### config.mk
export PLATFORM = sky130hd
export DESIGN_NAME = btn_debounce_flat
export DESIGN_NICKNAME = d
export VERILOG_FILES = /design/src/rtl/btn_debounce_if.sv /design/src/rtl/btn_debounce.sv /design/src/flat_wrapper.sv
export SDC_FILE = /design/constraint.sdc
export NUM_CORES = 1
export LEC_CHECK = 0
export ABC_AREA = 1
export CELL_PAD_IN_SITES_DETAIL_PLACEMENT = 0
export CELL_PAD_IN_SITES_GLOBAL_PLACEMENT = 1
export CORE_MARGIN = 2
export CORE_UTILIZATION = 45
export DETAILED_ROUTE_END_ITERATION = 12
export PLACE_DENSITY_LB_ADDON = 0.12
export SYNTH_ARGS = -nofsm -noshare
export SYNTH_HDL_FRONTEND = slang
export SYNTH_SLANG_ARGS = --single-unit
### constraint.sdc
create_clock -name clk -period 1.85 [get_ports clk]
set_input_delay 0.2775 -clock clk [delete_from_list [all_inputs] [get_ports clk]]
set_output_delay 0.2775 -clock clk [all_outputs]
set_load 0.05 [all_outputs]
### src/rtl/btn_debounce_if.sv
// btn_debounce_if: raw button levels in, debounced level and edge pulses out.
interface btn_debounce_if #(parameter int N = 2);
  logic [N-1:0] btn;
  logic [N-1:0] btn_db;
  logic [N-1:0] btn_rise;
  logic [N-1:0] btn_fall;
  modport master (output btn, input btn_db, btn_rise, btn_fall);
  modport slave (input btn, output btn_db, btn_rise, btn_fall);
endinterface

### src/rtl/btn_debounce.sv
// btn_debounce: per-channel 2-FF synchroniser, counting debouncer and registered rise/fall pulses.
module btn_debounce #(
  parameter int N_BTN = 2,
  parameter int DEBOUNCE_CYCLES = 1000000
) (
  input logic clk,
  input logic rst_n,
  btn_debounce_if.slave bus
);
  localparam int CW = $clog2(DEBOUNCE_CYCLES);
  localparam logic [CW-1:0] LAST = CW'(DEBOUNCE_CYCLES - 1);
  localparam logic [0:0] STABLE = 1'b0;
  localparam logic [0:0] PENDING = 1'b1;
  logic [N_BTN-1:0] s1, s2, st, db, rise, fall;
  logic [CW-1:0] cnt [N_BTN];
  always_ff @(posedge clk or negedge rst_n) begin
    if (!rst_n) begin
      s1 <= '0;
      s2 <= '0;
      st <= '0;
      db <= '0;
      rise <= '0;
      fall <= '0;
      for (int i = 0; i < N_BTN; i++) cnt[i] <= '0;
    end else begin
      s1 <= bus.btn;
      s2 <= s1;
      rise <= '0;
      fall <= '0;
      for (int i = 0; i < N_BTN; i++) begin
        if (st[i] == STABLE) begin
          if (s2[i] != db[i]) begin
            st[i] <= PENDING;
            cnt[i] <= CW'(1);
          end
        end else if (s2[i] == db[i]) begin
          st[i] <= STABLE;
          cnt[i] <= '0;
        end else if (cnt[i] < LAST) begin
          cnt[i] <= cnt[i] + CW'(1);
        end else begin
          // input held away from btn_db long enough: commit the new level
          st[i] <= STABLE;
          cnt[i] <= '0;
          db[i] <= s2[i];
          rise[i] <= s2[i];
          fall[i] <= ~s2[i];
        end
      end
    end
  end
  assign bus.btn_db = db;
  assign bus.btn_rise = rise;
  assign bus.btn_fall = fall;
endmodule

### src/flat_wrapper.sv
// flat-port wrapper written by rule: the top's interface ports become plain ports
module btn_debounce_flat 
#(
  parameter int N_BTN = 2,
  parameter int DEBOUNCE_CYCLES = 1000000
)
  (clk, rst_n, bus_btn, bus_btn_db, bus_btn_rise, bus_btn_fall);
  btn_debounce_if #(.N(2)) bus_i ();
  input logic clk;
  input logic rst_n;
  input wire logic [$bits(bus_i.btn)-1:0] bus_btn;
  output wire logic [$bits(bus_i.btn_db)-1:0] bus_btn_db;
  output wire logic [$bits(bus_i.btn_rise)-1:0] bus_btn_rise;
  output wire logic [$bits(bus_i.btn_fall)-1:0] bus_btn_fall;
  assign bus_i.btn = bus_btn;
  assign bus_btn_db = bus_i.btn_db;
  assign bus_btn_rise = bus_i.btn_rise;
  assign bus_btn_fall = bus_i.btn_fall;
  btn_debounce #(.N_BTN(N_BTN), .DEBOUNCE_CYCLES(DEBOUNCE_CYCLES)) u_core (.clk(clk), .rst_n(rst_n), .bus(bus_i));
endmodule
---- Yosys cells after proc, flatten, opt, wreduce, memory -nomap -nowiden ----
Cells that the tools add are included.
storage, ports and cells
  output and inout bits ................... 6
  bits in registers ....................... 52
cells by class
  multiplexer cells ....................... 28
  $add $sub $neg .......................... 2
  equal/unequal tests ..................... 4
  bitwise logic cells ..................... 6
  reduce and logical (&&, ||, !) cells .... 4
  order comparisons ....................... 2
operator list
  kind                   count
  $mux 20                8
  $add 20x1->20 const B  2
  $lt 20x20->1 const B   2
  $mux 1                 20
  $not 1->1              6
  $reduce_and 3->1       2
  $reduce_bool 2->1      2
  $eq 1x1->1             2
  $ne 1x1->1             2

---- Longest topological paths before layout ----
  depth in word-level cells ............... 4
  gate-level depth with buffers ........... 11
  depth with buffers taken out ............ 10

---- Worst setup path before layout ----
No wires, ideal clock.
  path type ............................... flip-flop to flip-flop
  start ................................... register u_core.db[1] (netlist: u_core.bus.btn_db[1])
  end ..................................... register u_core.cnt[6] (netlist name)
  buffers on the path ..................... 1
  cell stages (with the launch flop) ...... 9
  arrival ................................. 1.518 ns
  clock period less this slack ............ 1.592 ns
  slack ................................... 0.258 ns
  required time ........................... 1.776 ns
  library setup time ...................... 0.074 ns
  cells stage by stage .................... dfrtp_1 > inv_1 > or2_4 > nand2_4 > nand2_4 > clkinv_2 > nand3_2 > buf_6 > o21ai_2
on the way
  cells in the longest elaborated chain, start to end .. 3
  elaborated cells between the ends (all ways) .. 5
  classes of those cells .................. 2 x eq/ne; 2 x mux; 1 x reduce/logical
RTL lines
  element                           line                RTL
  start: declaration                btn_debounce.sv:14  logic [N_BTN-1:0] s1, s2, st, db, rise, fall;
  start signal: indexed assignment  btn_debounce.sv:45  db[i] <= s2[i];
  $eq 1x1->1                        btn_debounce.sv:36  end else if (s2[i] == db[i]) begin
  $mux 20                           btn_debounce.sv:36
  $mux 20                           btn_debounce.sv:31  if (st[i] == STABLE) begin
  end signal: indexed assignment    btn_debounce.sv:40  cnt[i] <= cnt[i] + CW'(1);
  end: declaration                  btn_debounce.sv:15  logic [CW-1:0] cnt [N_BTN];
Several ways; a longest one is shown, not always the timed one.
A chain may end at the register's enable or synchronous reset.

---- Worst setup path in the final report ----
  start ................................... register u_core.db[0] (netlist: u_core.bus.btn_db[0])
  end ..................................... output port bus_btn_db[0]
RTL lines
  element           line                RTL
  end: declaration  flat_wrapper.sv:12  output wire logic [$bits(bus_i.btn_db)-1:0] bus_btn_db;
No word-level cell between the ends.

==> flow_summary_export.csv <==
group,metric,value,unit
worst_setup_path,cp.required,1.57,ns
logic_synthesis,synth_nets,446,
grt,grt_pass1_wl,11700,um
clock_tree,htreeDepth,2,
logic_synthesis,ys_seq_area_share,40.7,%
clock_tree,cts_max_path_buffers,2,
power_and_ir_drop,irDropWorstVdd,298,uV
grt,grt_overflow,0,
grt,antenna_found_initial,0,
drt,wl,6740,um
floorplan,die_area,7790,um^2
timing,finalCritPeriodShare,97.4,%
power_and_ir_drop,power_per_cell_area,578,nW/um^2
power_and_ir_drop,p_leak,0.00164,uW
place,gp_congestion,0.850,
timing,fmax,0.555,GHz
outcome,run_status,"finished clean",
worst_setup_path,worstPathMaxFanout,4,
power_and_ir_drop,total_power,2010,uW
logic_synthesis,yosys_warnings,0,
floorplan,rows,30,
worst_setup_path,slowest_delay,0.82,ns
timing,tightestPinTransition,0.719,ns
worst_setup_path,critPathSlowestCell,"clkdlybuf4s50_1",
grt,grt_usage,18.9,%
final_layout,nets,460,
place,place.port_buffers,9,
clock_tree,clk-insertion-delay-late,0.31,ns
grt,grt_pass1_vias,2560,
drt,viasPerCell,4.81,
logic_synthesis,synth-seq-cells,52,
floorplan,start_util,46.8,%
place,place_hpwl,4950,um
worst_setup_path,crit_chain,"clkdlybuf4s50_1",
final_layout,instances_no_fill,551,
clock_tree,clk_pin_slew,0.10,ns
floorplan,pin_count,10,
logic_synthesis,synth_area_leaders,"dfrtp_1 41%, nand2_1 18%, nor2_1 7.2%, nand3_1 5.6%, inv_1 4.2%",
floorplan,coreArea,6830,um^2
place,dp_cells,542,
floorplan,die_y,88.3,um
grt,grt_max_degree,38,
drt,drt_pass1_iterations,4,
final_layout,drive_gt1_share,11.6,%
clock_tree,cts_tree,"yes",
clock_tree,clock_sinks,52,
timing,rsz0062_at_grt,"false",
timing,final.min_clock_period,1.80,ns
final_layout,finalInstanceArea,3490,um^2
final_layout,syn_to_final_growth,9.08,%
drt,wl_per_cell,12.2,um
drt,drtIter0Drc,96,
floorplan,die_x,88.3,um
drt,final_antenna_net_count,0,
clock_tree,cts_buffers,5,
timing,slew_viol_final,0,
clock_tree,cts_root_buf,"clkbuf_8",
final_layout,antenna_cells,0,
worst_setup_path,cp.arrival,1.52,ns
worst_setup_path,startpoint_type,"flop",
worst_setup_path,endpoint_kind,"output pin",
run,max_cap_violations,0,
logic_synthesis,syn-cell-area,3200,um^2
place,placed_cell_area,3380,um^2
logic_synthesis,synth_top_area_share,40.7,%
timing,final.setup.tns,0,ns
timing,finClkSkew,0.0103,ns
worst_setup_path,crit_type,"flop to output pin",
timing,hold_viol_final,0,
drt,vias,2653,
final_layout,layout_commonest_cell,"nand2_1",
final_layout,utilization,51.0,%
logic_synthesis,ys_types,33,
worst_setup_path,cp_top_family,"buffers and inverters",
logic_synthesis,synth_area_leader_cell,"dfrtp_1",
drt,drc_errors,0,
timing,finalSetupViolCount,0,
clock_tree,cts_resized,0,
logic_synthesis,netlist_instances,440,
logic_synthesis,syn_avg_cell_area,7.26,um^2
min_path,hp-class,"flop to flop",
final_layout,final_cell_mix,"153 x nand2_1, 61 x nor2_1, 52 x dfrtp_1, 36 x inv_1, 36 x nand3_1",
worst_setup_path,path_buf_inv,1,
timing,max_slew_margin,52.0,%
[path summary, 6_finish.rpt]
path / start / endpoint / slack, ns / cells after the start
hold reg to reg: u_core.s1[0] / u_core.s2[0] / 0.36 / 0
setup / recovery: u_core.bus.btn_db[0] / bus_btn_db[0] / 0.05 / 1
max in group asynchronous: rst_n / u_core.cnt[13] / 0.90 / 3
hold / removal: u_core.s1[0] / u_core.s2[0] / 0.36 / 0
min in group asynchronous: rst_n / u_core.cnt[25] / 0.42 / 2
setup reg to reg: u_core.cnt[0] / u_core.cnt[12] / 0.26 / 9
[where the power goes]
group / switching [uW] / total, uW / internal (uW)
sequential: 24.1 / 1180 / 1160
clock: 395 / 700 / 305
combinational: 86.7 / 132 / 45.2
total: 506 / 2010 / 1510
[synthesized netlist by cell type, drive strengths merged]
master and count:
a31oi 1, a21boi 1, xor2 7, clkinv 1, inv 39, nand4 5
or2 2, nand3b 5, o21ai 23, nand3 38, clkbuf 1, dfrtp 52
a21oi 9, ha 2, nor3 5, nor2 68, buf 7, o21bai 5
nand2 164, xnor2 5
[through the flow]
| step | hold slack (ns) | setup slack, ns |
|---|---|---|
| floorplan | -0.0181 | 0.258 |
| CTS | 0.360 | 0.0315 |
| global placement | 0.228 | 0.310 |
| finish | 0.356 | 0.0488 |
| global route | 0.367 | 0.00454 |
| detailed placement | 0.231 | 0.270 |
[flip-flops by register name (all words and copies together), names as in the netlist]
| register | count |
|---|---|
| u_core.bus.btn_db | 2 |
| u_core.s1 | 2 |
| u_core.st | 2 |
| u_core.bus.btn_fall | 2 |
| u_core.cnt | 40 |
| u_core.s2 | 2 |
| u_core.bus.btn_rise | 2 |
[layout make-up]
cell class              count  area [um^2]
flip-flops and latches     52         1300
clock inverters             1         7.51
clock buffers               7         86.3
inverters                  40          151
fillers                   705         3350
well taps                  96          120
multi-input cells         340         1670
repair buffers             15          145
[cell families (layout without fill, tap and decap cells)]
group	after synthesis	in the layout	share of synthesized area (%)
AO/OA/AOI/OAI	39	39	8.14
AND/OR/NAND/NOR	287	287	40.2
flip-flops	52	52	40.7
XOR/XNOR	12	12	3.29
buffers and inverters	48	63	6.89
adder cells (fa/ha/maj)	2	2	0.783
[what timing repair did]
| action | CTS | global route |
|---|---|---|
| hold endpoints to repair | 15 | 0 |
| endpoints found under the setup margin | 0 | 0 |
| buffers inserted | 0 | 0 |
| hold buffers | 1 | 0 |
[per-layer routing]
| metal | vias up | GRT usage, % | part of all wire (%) |
|---|---|---|---|
| li1 | 1410 | - | - |
| met5 | - | 0 | 0 |
| met4 | 0 | 4.96 | 1.3 |
| met1 | 1209 | 23.5 | 47 |
| met3 | 9 | 3.08 | 1.8 |
| met2 | 25 | 34.2 | 50 |
No activity file was read; power rests on OpenSTA's default activity.
